**src/rtl/redmule_x_tile_fifo_pkg.sv**
```systemverilog
// Shared types and constants for the RedMulE X-operand tile FIFO.
// Struct field widths follow the default array geometry and slot count.
package redmule_x_tile_fifo_pkg;

    typedef enum logic [2:0] {
        FP32    = 3'd0,
        FP64    = 3'd1,
        FP16    = 3'd2,
        FP8     = 3'd3,
        FP16ALT = 3'd4
    } fp_format_e;

    function automatic int unsigned fp_width(input fp_format_e fmt);
        case (fmt)
            FP32:    return 32;
            FP64:    return 64;
            FP16:    return 16;
            FP8:     return 8;
            FP16ALT: return 16;
            default: return 16;
        endcase
    endfunction

    localparam int unsigned ARRAY_WIDTH      = 4;
    localparam int unsigned ARRAY_HEIGHT     = 4;
    localparam int unsigned X_FIFO_MAX_REUSE = 16;
    localparam int unsigned X_FIFO_NUM_SLOTS = 2;

    localparam int unsigned X_FIFO_WIDTH_W  = $clog2(ARRAY_WIDTH) + 1;
    localparam int unsigned X_FIFO_HEIGHT_W = $clog2(ARRAY_HEIGHT) + 1;
    localparam int unsigned X_FIFO_REUSE_W  = $clog2(X_FIFO_MAX_REUSE) + 1;
    localparam int unsigned X_FIFO_LEVEL_W  = $clog2(X_FIFO_NUM_SLOTS) + 1;

    typedef struct packed {
        logic [X_FIFO_WIDTH_W-1:0]  width;
        logic [X_FIFO_HEIGHT_W-1:0] height;
        logic [X_FIFO_REUSE_W-1:0]  reuse;
    } x_tile_fifo_cfg_t;

    typedef struct packed {
        logic                      full;
        logic                      empty;
        logic [X_FIFO_LEVEL_W-1:0] level;
    } x_tile_fifo_flgs_t;

    // Zero is promoted to one and anything above the limit saturates.
    function automatic int unsigned clamp_field(input int unsigned val,
                                                input int unsigned max_val);
        if (val == 0)
            return 1;
        else if (val > max_val)
            return max_val;
        else
            return val;
    endfunction

endpackage

```
**src/rtl/redmule_x_tile_fifo_if.sv**
```systemverilog
// Configuration, row-beat input and tile output bundle of the X tile FIFO.
// The FIFO sits on the slave modport; streamer/engine side uses master.
interface redmule_x_tile_fifo_if
    import redmule_x_tile_fifo_pkg::*;
#(
    parameter int unsigned Width  = ARRAY_WIDTH,
    parameter int unsigned Height = ARRAY_HEIGHT,
    parameter int unsigned BITW   = 16
) ();

    logic                                    cfg_load_i;
    logic [X_FIFO_WIDTH_W-1:0]               cfg_width_i;
    logic [X_FIFO_HEIGHT_W-1:0]              cfg_height_i;
    logic [X_FIFO_REUSE_W-1:0]               cfg_reuse_i;

    logic                                    in_valid_i;
    logic                                    in_ready_o;
    logic [Height*BITW-1:0]                  in_data_i;

    logic                                    out_valid_o;
    logic                                    out_ready_i;
    logic [Width-1:0][Height-1:0][BITW-1:0]  out_data_o;
    logic                                    out_last_o;
    x_tile_fifo_flgs_t                       flags_o;

    modport slave (
        input  cfg_load_i, cfg_width_i, cfg_height_i, cfg_reuse_i,
        input  in_valid_i, in_data_i, out_ready_i,
        output in_ready_o, out_valid_o, out_data_o, out_last_o, flags_o
    );

    modport master (
        output cfg_load_i, cfg_width_i, cfg_height_i, cfg_reuse_i,
        output in_valid_i, in_data_i, out_ready_i,
        input  in_ready_o, out_valid_o, out_data_o, out_last_o, flags_o
    );

endinterface

```
**src/rtl/redmule_x_tile_fifo_slot.sv**
```systemverilog
// One W x H tile register array with masked row writes and a commit strobe
// that blanks every row at or above the configured tile width.
module redmule_x_tile_fifo_slot #(
    parameter int unsigned Width  = 4,
    parameter int unsigned Height = 4,
    parameter int unsigned BITW   = 16,
    parameter int unsigned RowAW  = (Width > 1) ? $clog2(Width) : 1,
    parameter int unsigned WidthW = $clog2(Width) + 1
) (
    input  logic                                   clk_i,
    input  logic                                   rst_i,
    input  logic                                   row_we,
    input  logic [RowAW-1:0]                       row_addr,
    input  logic [Height*BITW-1:0]                 row_data,
    input  logic [Height-1:0]                      zero_mask,
    input  logic                                   commit,
    input  logic [WidthW-1:0]                      width,
    output logic [Width-1:0][Height-1:0][BITW-1:0] tile
);

    logic [Width-1:0][Height-1:0][BITW-1:0] tile_q;

    // The committing beat always targets row width-1, so it never collides
    // with the rows that the commit strobe blanks.
    always_ff @(posedge clk_i) begin
        if (rst_i) begin
            tile_q <= '0;
        end else begin
            if (row_we) begin
                for (int e = 0; e < Height; e++) begin
                    tile_q[row_addr][e] <= zero_mask[e] ? '0 : row_data[e*BITW +: BITW];
                end
            end
            if (commit) begin
                for (int r = 0; r < Width; r++) begin
                    if (r >= int'(width)) begin
                        tile_q[r] <= '0;
                    end
                end
            end
        end
    end

    assign tile = tile_q;

endmodule

```
**src/rtl/redmule_x_tile_fifo.sv**
```systemverilog
// Circular FIFO of complete X tiles between the X streamer and the engine array,
// with partial-tile zero padding and per-tile replay.
module redmule_x_tile_fifo
    import redmule_x_tile_fifo_pkg::*;
#(
    parameter fp_format_e  FpFormat = FP16,
    parameter int unsigned Height   = ARRAY_HEIGHT,
    parameter int unsigned Width    = ARRAY_WIDTH,
    parameter int unsigned NumSlots = X_FIFO_NUM_SLOTS,
    parameter int unsigned MaxReuse = X_FIFO_MAX_REUSE
) (
    input  logic                        clk_i,
    input  logic                        rst_i,
    input  logic                        clear_i,
    redmule_x_tile_fifo_if.slave        bus
);

    localparam int unsigned BITW  = fp_width(FpFormat);
    localparam int unsigned PtrW  = (NumSlots > 1) ? $clog2(NumSlots) : 1;
    localparam int unsigned RowAW = (Width > 1) ? $clog2(Width) : 1;
    localparam int unsigned WW    = X_FIFO_WIDTH_W;
    localparam int unsigned HW    = X_FIFO_HEIGHT_W;
    localparam int unsigned RW    = X_FIFO_REUSE_W;
    localparam int unsigned LW    = X_FIFO_LEVEL_W;

    typedef logic [Width-1:0][Height-1:0][BITW-1:0] tile_t;

    x_tile_fifo_cfg_t    cfg_q;
    x_tile_fifo_cfg_t    cfg_clamped;
    logic [PtrW-1:0]     wr_ptr_q;
    logic [PtrW-1:0]     rd_ptr_q;
    logic [WW-1:0]       row_cnt_q;
    logic [RW-1:0]       reuse_cnt_q;
    logic [LW-1:0]       level_q;
    logic [NumSlots-1:0] slot_valid_q;
    tile_t               slot_tile [NumSlots];

    logic                flush;
    logic                full;
    logic                empty;
    logic                in_fire;
    logic                last_row;
    logic                commit;
    logic                out_valid;
    logic                out_last;
    logic                out_fire;
    logic                free;
    logic                cfg_take;
    logic [Height-1:0]   zero_mask;

    function automatic logic [PtrW-1:0] ptr_inc(input logic [PtrW-1:0] ptr);
        return (ptr == PtrW'(NumSlots - 1)) ? '0 : ptr + PtrW'(1);
    endfunction

    assign flush    = rst_i | clear_i;
    assign full     = (level_q == LW'(NumSlots));
    assign empty    = (level_q == '0);
    assign in_fire  = bus.in_valid_i & ~full;
    assign last_row = (row_cnt_q == cfg_q.width - WW'(1));
    assign commit   = in_fire & last_row;

    assign out_valid = slot_valid_q[rd_ptr_q];
    assign out_last  = out_valid & (reuse_cnt_q == cfg_q.reuse - RW'(1));
    assign out_fire  = out_valid & bus.out_ready_i;
    assign free      = out_fire & out_last;

    // Reconfiguring is only safe between tiles with nothing buffered.
    assign cfg_take = bus.cfg_load_i & empty & (row_cnt_q == '0);

    always_comb begin
        cfg_clamped        = cfg_q;
        cfg_clamped.width  = WW'(clamp_field(32'(bus.cfg_width_i), Width));
        cfg_clamped.height = HW'(clamp_field(32'(bus.cfg_height_i), Height));
        cfg_clamped.reuse  = RW'(clamp_field(32'(bus.cfg_reuse_i), MaxReuse));
    end

    always_comb begin
        zero_mask = '0;
        for (int e = 0; e < Height; e++) begin
            zero_mask[e] = (e >= int'(cfg_q.height));
        end
    end

    // Pointer, counter and occupancy bookkeeping; clear behaves exactly like reset.
    always_ff @(posedge clk_i) begin
        if (flush) begin
            cfg_q        <= '{width: WW'(Width), height: HW'(Height), reuse: RW'(1)};
            wr_ptr_q     <= '0;
            rd_ptr_q     <= '0;
            row_cnt_q    <= '0;
            reuse_cnt_q  <= '0;
            level_q      <= '0;
            slot_valid_q <= '0;
        end else begin
            if (cfg_take) begin
                cfg_q <= cfg_clamped;
            end
            if (in_fire) begin
                row_cnt_q <= last_row ? '0 : row_cnt_q + WW'(1);
            end
            if (commit) begin
                wr_ptr_q               <= ptr_inc(wr_ptr_q);
                slot_valid_q[wr_ptr_q] <= 1'b1;
            end
            if (out_fire) begin
                reuse_cnt_q <= free ? '0 : reuse_cnt_q + RW'(1);
            end
            if (free) begin
                rd_ptr_q               <= ptr_inc(rd_ptr_q);
                slot_valid_q[rd_ptr_q] <= 1'b0;
            end
            if (commit && !free) begin
                level_q <= level_q + LW'(1);
            end else if (free && !commit) begin
                level_q <= level_q - LW'(1);
            end
        end
    end

    for (genvar s = 0; s < NumSlots; s++) begin : g_slot
        redmule_x_tile_fifo_slot #(
            .Width  (Width),
            .Height (Height),
            .BITW   (BITW),
            .RowAW  (RowAW),
            .WidthW (WW)
        ) i_slot (
            .clk_i     (clk_i),
            .rst_i     (flush),
            .row_we    (in_fire && (wr_ptr_q == PtrW'(s))),
            .row_addr  (row_cnt_q[RowAW-1:0]),
            .row_data  (bus.in_data_i),
            .zero_mask (zero_mask),
            .commit    (commit && (wr_ptr_q == PtrW'(s))),
            .width     (cfg_q.width),
            .tile      (slot_tile[s])
        );
    end

    always_comb begin
        bus.out_data_o = '0;
        if (out_valid) begin
            bus.out_data_o = slot_tile[rd_ptr_q];
        end
    end

    assign bus.in_ready_o  = ~full;
    assign bus.out_valid_o = out_valid;
    assign bus.out_last_o  = out_last;
    assign bus.flags_o     = '{full: full, empty: empty, level: level_q};

endmodule

```
**src/flat_wrapper.sv**
```systemverilog
// flat-port wrapper written by rule: the top's interface ports become plain ports
module redmule_x_tile_fifo_flat import redmule_x_tile_fifo_pkg::*;
#(
    parameter fp_format_e  FpFormat = FP16,
    parameter int unsigned Height   = ARRAY_HEIGHT,
    parameter int unsigned Width    = ARRAY_WIDTH,
    parameter int unsigned NumSlots = X_FIFO_NUM_SLOTS,
    parameter int unsigned MaxReuse = X_FIFO_MAX_REUSE
)
  (clk_i, rst_i, clear_i, bus_cfg_load_i, bus_cfg_width_i, bus_cfg_height_i, bus_cfg_reuse_i, bus_in_valid_i, bus_in_data_i, bus_out_ready_i, bus_in_ready_o, bus_out_valid_o, bus_out_data_o, bus_out_last_o, bus_flags_o);
  redmule_x_tile_fifo_if #(.Width(Width), .Height(Height), .BITW((16))) bus_i ();
  input  logic clk_i;
  input  logic rst_i;
  input  logic clear_i;
  input wire logic [$bits(bus_i.cfg_load_i)-1:0] bus_cfg_load_i;
  input wire logic [$bits(bus_i.cfg_width_i)-1:0] bus_cfg_width_i;
  input wire logic [$bits(bus_i.cfg_height_i)-1:0] bus_cfg_height_i;
  input wire logic [$bits(bus_i.cfg_reuse_i)-1:0] bus_cfg_reuse_i;
  input wire logic [$bits(bus_i.in_valid_i)-1:0] bus_in_valid_i;
  input wire logic [$bits(bus_i.in_data_i)-1:0] bus_in_data_i;
  input wire logic [$bits(bus_i.out_ready_i)-1:0] bus_out_ready_i;
  output wire logic [$bits(bus_i.in_ready_o)-1:0] bus_in_ready_o;
  output wire logic [$bits(bus_i.out_valid_o)-1:0] bus_out_valid_o;
  output wire logic [$bits(bus_i.out_data_o)-1:0] bus_out_data_o;
  output wire logic [$bits(bus_i.out_last_o)-1:0] bus_out_last_o;
  output wire logic [$bits(bus_i.flags_o)-1:0] bus_flags_o;
  assign bus_i.cfg_load_i = bus_cfg_load_i;
  assign bus_i.cfg_width_i = bus_cfg_width_i;
  assign bus_i.cfg_height_i = bus_cfg_height_i;
  assign bus_i.cfg_reuse_i = bus_cfg_reuse_i;
  assign bus_i.in_valid_i = bus_in_valid_i;
  assign bus_i.in_data_i = bus_in_data_i;
  assign bus_i.out_ready_i = bus_out_ready_i;
  assign bus_in_ready_o = bus_i.in_ready_o;
  assign bus_out_valid_o = bus_i.out_valid_o;
  assign bus_out_data_o = bus_i.out_data_o;
  assign bus_out_last_o = bus_i.out_last_o;
  assign bus_flags_o = bus_i.flags_o;
  redmule_x_tile_fifo #(.FpFormat(FpFormat), .Height(Height), .Width(Width), .NumSlots(NumSlots), .MaxReuse(MaxReuse)) u_core (.clk_i(clk_i), .rst_i(rst_i), .clear_i(clear_i), .bus(bus_i));
endmodule
```
**config.mk**
```make
export PLATFORM = sky130hd
export DESIGN_NAME = redmule_x_tile_fifo_flat
export DESIGN_NICKNAME = d
export VERILOG_FILES = /design/src/rtl/redmule_x_tile_fifo_pkg.sv /design/src/rtl/redmule_x_tile_fifo_if.sv /design/src/rtl/redmule_x_tile_fifo_slot.sv /design/src/rtl/redmule_x_tile_fifo.sv /design/src/flat_wrapper.sv
export SDC_FILE = /design/constraint.sdc
export NUM_CORES = 1
export LEC_CHECK = 0
export ABC_CLOCK_PERIOD_IN_PS = 3300
export CAP_MARGIN = 30
export CORE_ASPECT_RATIO = 0.5
export CORE_MARGIN = 2
export CORE_UTILIZATION = 54
export CTS_CLUSTER_DIAMETER = 40
export DETAILED_ROUTE_END_ITERATION = 6
export GPL_TIMING_DRIVEN = 0
export PLACE_DENSITY = 0.8
export SLEW_MARGIN = 0
export SYNTH_ARGS = -nofsm -noshare
export SYNTH_HDL_FRONTEND = slang
export SYNTH_SLANG_ARGS = --single-unit
```
**constraint.sdc**
```tcl
create_clock -name clk_i -period 3.3 [get_ports clk_i]
set_input_delay 0.66 -clock clk_i [delete_from_list [all_inputs] [get_ports clk_i]]
set_output_delay 0.66 -clock clk_i [all_outputs]
set_load 0.02 [all_outputs]
```
==> After elaboration in Yosys (flattened, before gate mapping) <==
Cells that the tools add are included.
{ "totals": {"input_bits": 81, "ff_bits": 537, "word_cells": 158, "output_inout_bits": 263} }
{ "classes": {"n_eq_ne": 3, "n_reduce_logical": 17, "add_sub_neg": 8, "magnitude_cmp": 18, "bitwise_logic": 14, "n_mux": 57} }
{ "op_table": {"columns": ["op", "n"], "rows": [
  ["$bwmux 256", 8],
  ["$mux 256", 8],
  ["$mux 64", 9],
  ["$demux 64 s2", 4],
  ["$mux 16", 5],
  ["$mux 48", 1],
  ["$mux 32", 1],
  ["$mux 3", 5],
  ["$mux 5", 3],
  ["$ge 1x3->1 const A", 4],
  ["$ge 2x3->1 const A", 4],
  ["$mux 2", 5],
  ["$logic_and 1x1->1", 9],
  ["$logic_not 3->1", 3],
  ["$and 1x1->1", 7],
  ["$gt 3x3->1 const B", 2],
  ["$mux 1", 6],
  ["$add 5x1->5 const B", 1],
  ["$eq 5x5->1", 1],
  ["$gt 5x5->1 const B", 1],
  ["$logic_not 5->1", 1],
  ["$sub 5x1->5 const B", 1],
  ["$lt 1x2->1 const B", 2],
  ["$add 3x1->3 const B", 1],
  ["20 further kinds", 25]
]} }

==> Depth between registers and ports, before layout <==
{ "logic_depth": {"depth_word": 11, "depth_mapped": 11, "mapped_depth_nobuf": 11} }

==> Hierarchy <==
From an unflattened synthesis, not the netlist that was laid out.
{ "hier_totals": {"cells_unflattened": 3112, "hier_area_um2": 23711.5} }
{ "modules_own_cells": {"columns": ["module", "cells_per_inst", "instances", "seq_area_each_um2", "area_per_inst_um2"], "rows": [
  ["redmule_x_tile_fifo_slot", 1191, 2, 5124.9, 9287.7],
  ["redmule_x_tile_fifo", 730, 1, 500.5, 5136.2]
]} }

==> Worst setup path before layout <==
Ideal clock, no wire load.
{ "synth_timing": {"path_type": "reg2reg", "startpoint": "register u_core.cfg_q[0] (netlist bit)", "endpoint": "register u_core.level_q[1]", "period_less_slack_ps": 2387, "path_stages_with_launch": 11, "setup_slack_ps": 913, "required_time_ps": 3230, "n_path_buf": 0, "setup_time_ps": 70, "arrival_time_ps": 2317, "path_cell_list": "dfxtp_1 -> inv_1 -> ha_1 -> nand3b_1 -> a21boi_0 -> o311ai_1 -> nor2_1 -> inv_1 -> ha_1 -> or3_1 -> a21oi_1"} }
{ "synth_via": {"elab_chain_cells": 7, "word_cells_on_any_way": 9, "cone_classes": "add/sub: 1; eq/ne: 1; mux: 1; bitwise: 2; reduce/logical: 4"} }
{ "synth_rtl": {"columns": ["item", "line_no", "text"], "rows": [
  ["from (decl)", "redmule_x_tile_fifo.sv:28", "x_tile_fifo_cfg_t cfg_q;"],
  ["from (signal assigned)", "redmule_x_tile_fifo.sv:87", "cfg_q <= '{width: WW'(Width), height: HW'(Height), reuse: RW'(1)};"],
  ["from (signal assigned)", "redmule_x_tile_fifo.sv:96", "cfg_q <= cfg_clamped;"],
  ["$sub 5x1->5 *", "redmule_x_tile_fifo.sv:63", "assign out_last = out_valid & (reuse_cnt_q == cfg_q.reuse - RW'(1));"],
  ["$eq 5x5->1 *", "redmule_x_tile_fifo.sv:63", null],
  ["$and 1x1->1 *", "redmule_x_tile_fifo.sv:63", null],
  ["$and 1x1->1 *", "redmule_x_tile_fifo.sv:65", "assign free = out_fire & out_last;"],
  ["$logic_not 1->1", "redmule_x_tile_fifo.sv:112", "if (commit && !free) begin"],
  ["$logic_and 1x1->1", "redmule_x_tile_fifo.sv:112", null],
  ["$mux 2 or $reduce_bool 2->1 (tied branches)", null, null],
  ["to (signal assigned)", "redmule_x_tile_fifo.sv:113", "level_q <= level_q + LW'(1);"],
  ["to (signal assigned)", "redmule_x_tile_fifo.sv:115", "level_q <= level_q - LW'(1);"],
  ["to (decl)", "redmule_x_tile_fifo.sv:34", "logic [LW-1:0] level_q;"]
]} }
Every way passes the cells marked *; elsewhere a longest branch is shown, timed or not.
A chain may end at the register's enable or synchronous reset.

==> Final worst setup path <==
{ "layout_timing": {"startpoint": "register u_core.rd_ptr_q", "endpoint": "output port bus_out_data_o[193]"} }
{ "layout_via": {"elab_chain_cells": 5, "word_cells_on_any_way": 7, "cone_classes": "mux: 6; bitwise: 1"} }
{ "layout_rtl": {"columns": ["item", "line_no", "text"], "rows": [
  ["from (decl)", "redmule_x_tile_fifo.sv:31", "logic [PtrW-1:0] rd_ptr_q;"],
  ["from (signal assigned)", "redmule_x_tile_fifo.sv:109", "rd_ptr_q <= ptr_inc(rd_ptr_q);"],
  ["$not 1->2 (implied by the code)", "redmule_x_tile_fifo.sv:143", "bus.out_data_o = slot_tile[rd_ptr_q];"],
  ["$mux 256 (implied by the code) (3 in series)", "redmule_x_tile_fifo.sv:143", null],
  ["$mux 256 *", "redmule_x_tile_fifo.sv:142", "if (out_valid) begin"],
  ["to (decl)", "flat_wrapper.sv:24", "output wire logic [$bits(bus_i.out_data_o)-1:0] bus_out_data_o;"]
]} }
Every way passes the cells marked *; elsewhere a longest branch is shown, timed or not. The select of a mux whose other input is x is not followed.

==> run metrics <==
final RePlAce weighted congestion=0.9879; Starting Density=54.87%; vias=24.70k; crit share post-route=101.7%; clk slew on worst S/H paths=0.06 ns; Rows=53; distinct cell type count after synthesis=46; Max Fclk=0.2981 GHz; count of input and output buffers=342; total power=12.94 mW; #FFs+latches synth=537; Total GRT Usage=41.42%; area leader, netlist=dfxtp_1; yosys warns=0; Final ANT Viol Nets=0; Worst R2R Setup Slack=0.19 ns; worst path arrival time=2.69 ns; DR vias/cell=6.045; chip width=296.5 µm; CP Max Fanout=10; Pleak=11.90 nW; Pwr per Cell Area=432.9 mW/mm²; I/O pins=344; cts hold-fix bufs=0; Setup Skew=0.02982 ns; share of cells above drive strength 1=7.186%; htree depth=2; fraction of synthesis flops using an asynchronous set or reset pin=0%; crit path buf inv count=4; Die H=150.3 µm; Max Root-Sink Buffers=3; syn avg cell area=7.604 µm²; first-pass GRT wire length=136,400 µm; final setup fails=14; Yosys top cell area share=46.52%; RSZ-0062 raised after global routing=true; Iter 0 DRT Violations=3,803; GRT overflow=0; CTS Sinks=537; peak supply drop=0.3879 mV; DP Worst Slack=-0.8301 ns; final hold slack=0.4887 ns; Synth area leaders=dfxtp_1 (47%), nor2_1 (21%), a21oi_1 (11%), mux2i_1 (11%), clkbuf_1 (3.1%); Crit. End Element=output port; sequential area share after synthesis=46.52%; crit path kind=flop to output port; slowest stage delay, CP=0.67 ns; Skew-Pair Late Insertion Delay=0.60 ns; Hold Vio Cnt, Final=0; most numerous cell in the Yosys netlist=nor2_1; Layout area overhead=29.38%; Post-synth EDFFs=0; Tmin final=3.355 ns; post-route worst setup slack=-0.05488 ns; Syn Inst Count=3,039; measured slew at the worst slew-check pin=1.189 ns; Num CTS Buffers=49; TritonCTS clock tree=built; CP delay by family, top=buffers and inverters; Main synth FF type=dfxtp_1; cell area after synthesis=0.02311 mm²; failing checks=design-rule violations, negative setup slack; Synth top cells by count=nor2_1 (1,278), dfxtp_1 (537), a21oi_1 (528); vias in the first global route=22.28k; CP required=2.64 ns; Root Driver=clkbuf_16; Mapped Nets=3,131; Post-route DRC=49; status=complete, but fails checks; setup TNS=-0.2102 ns; Worst path slowest cell=clkdlybuf4s50_1; initial antenna violation count=1; core area=0.04211 mm²; Slew headroom=20.45%; hold crit path type=flop to flop; # Max-Cap Violations=0; post-DR wirelength/cell=23.54 µm; pin count of the biggest net entering global routing=16; Total Nets Final=3,565; crit-path cells=mux2i_4, buf_12, buf_8, clkbuf_4, nor2_1, clkdlybuf4s50_1; Total Wirelength=96,160 µm; Pre-antenna DRT Iters=7; Slew Limit Fails=0; dpl hpwl=66,790 µm; Die Area=0.04456 mm²; Worst setup SP type=flop
power by group:
part | internal (mW) | switching, mW
clock | 2.99 | 2.62
combinational | 0.233 | 0.557
sequential | 6.52 | 0.0250
total | 9.74 | 3.20
routing by layer:
metal | part of all wire (%) | vias to the layer above | track usage, %
met4 | 6.8 | 2 | 24.55
met5 | 0.012 | - | 0
met3 | 16 | 431 | 15.25
li1 | - | 10740 | -
met1 | 36 | 11570 | 52.90
met2 | 41 | 1954 | 59.96
kinds of logic (layout without fill, tap and decap cells):
kind of cell	count (synthesis)	count (layout)	synth area share [%]
AOI/OAI and AO/OA	549	549	12.30
xor gates and xnor gates	13	13	0.5577
adders and majority gates	11	11	0.5956
buffers and inverters	248	716	4.787
DFF	537	537	46.52
muxes	260	260	11.26
other	0	1	0
and+or+nand+nor	1421	1421	23.98
path summary, 6_finish.rpt:
path                                                  startpoint                           endpoint  cells after the start
worst max-delay path                             u_core.rd_ptr_q                bus_out_data_o[193]                      6
worst min-delay path            u_core.g_slot[1].i_slot.tile[12]   u_core.g_slot[1].i_slot.tile[12]                      2
worst min register to register  u_core.g_slot[1].i_slot.tile[12]   u_core.g_slot[1].i_slot.tile[12]                      2
worst max register to register                   u_core.cfg_q[8]  u_core.g_slot[0].i_slot.tile[251]                      7
sequential cells by signal (all words and copies together) (netlist names):
register and count:
u_core.rd_ptr_q 1, u_core.cfg_q 11, u_core.level_q 2, u_core.slot_valid_q 2
u_core.row_cnt_q 3, u_core.g_slot.i_slot.tile 512, u_core.wr_ptr_q 1, u_core.reuse_cnt_q 5
worst register-to-register path: cells and delay by family (launching register included):
kind / cells / cell delay [ns]
flops: 1 / 0.46
xor+xnor: 1 / 0.26
simple gates: 2 / 0.29
fa+ha+maj: 1 / 0.33
compound gates: 1 / 0.96
buf+inv: 2 / 0.67
layout make-up:
| cell class | count | area, µm² |
|---|---|---|
| well taps | 577 | 721.9 |
| plain buffers | 233 | 1314 |
| multi-input cells | 2254 | 11310 |
| diodes | 1 | 2.502 |
| fillers | 3232 | 12210 |
| inverters | 13 | 48.80 |
| flip-flops and latches | 537 | 10750 |
| repair buffers | 385 | 4243 |
| clock buffers | 69 | 1381 |
| clock inverters | 16 | 121.4 |
metrics by stage:
| stage | utilization, % | cell area (µm²) | instances |
|---|---|---|---|
| after floorplan | - | 23110 | 3039 |
| after global placement | 64.72 | 27250 | 3958 |
| after detailed placement | 65.99 | 27790 | 3991 |
| after CTS | 70.13 | 29530 | 4077 |
| after global routing | 70.99 | 29890 | 4084 |
| final | 70.99 | 29890 | 4085 |
cells in the final DEF, fill, tap and decap left out, types with 9 or more instances in the layout:
master	n
ha_1	11
buf_2	22
buf_6	26
dlymetal6s2s_1	77
clkdlybuf4s50_1	227
a21oi_1	528
clkbuf_8	20
clkbuf_4	14
nand2_1	75
mux2i_1	255
buf_4	10
buf_8	35
clkinv_2	9
nor2_1	1275
xor2_1	9
dfxtp_1	536
inv_1	13
clkbuf_16	49
clkbuf_2	11
clkbuf_1	147
nor2_2	24
dlygate4sd2_1	38
what timing repair did:
| action | in CTS | in global routing |
|---|---|---|
| endpoints found under the setup margin | 258 | 183 |
| setup buffers | 2 | 1 |
| gates resized for setup | 149 | 102 |
| gates cloned | 0 | 0 |
Note: power is estimated with default switching activity, not from simulation.
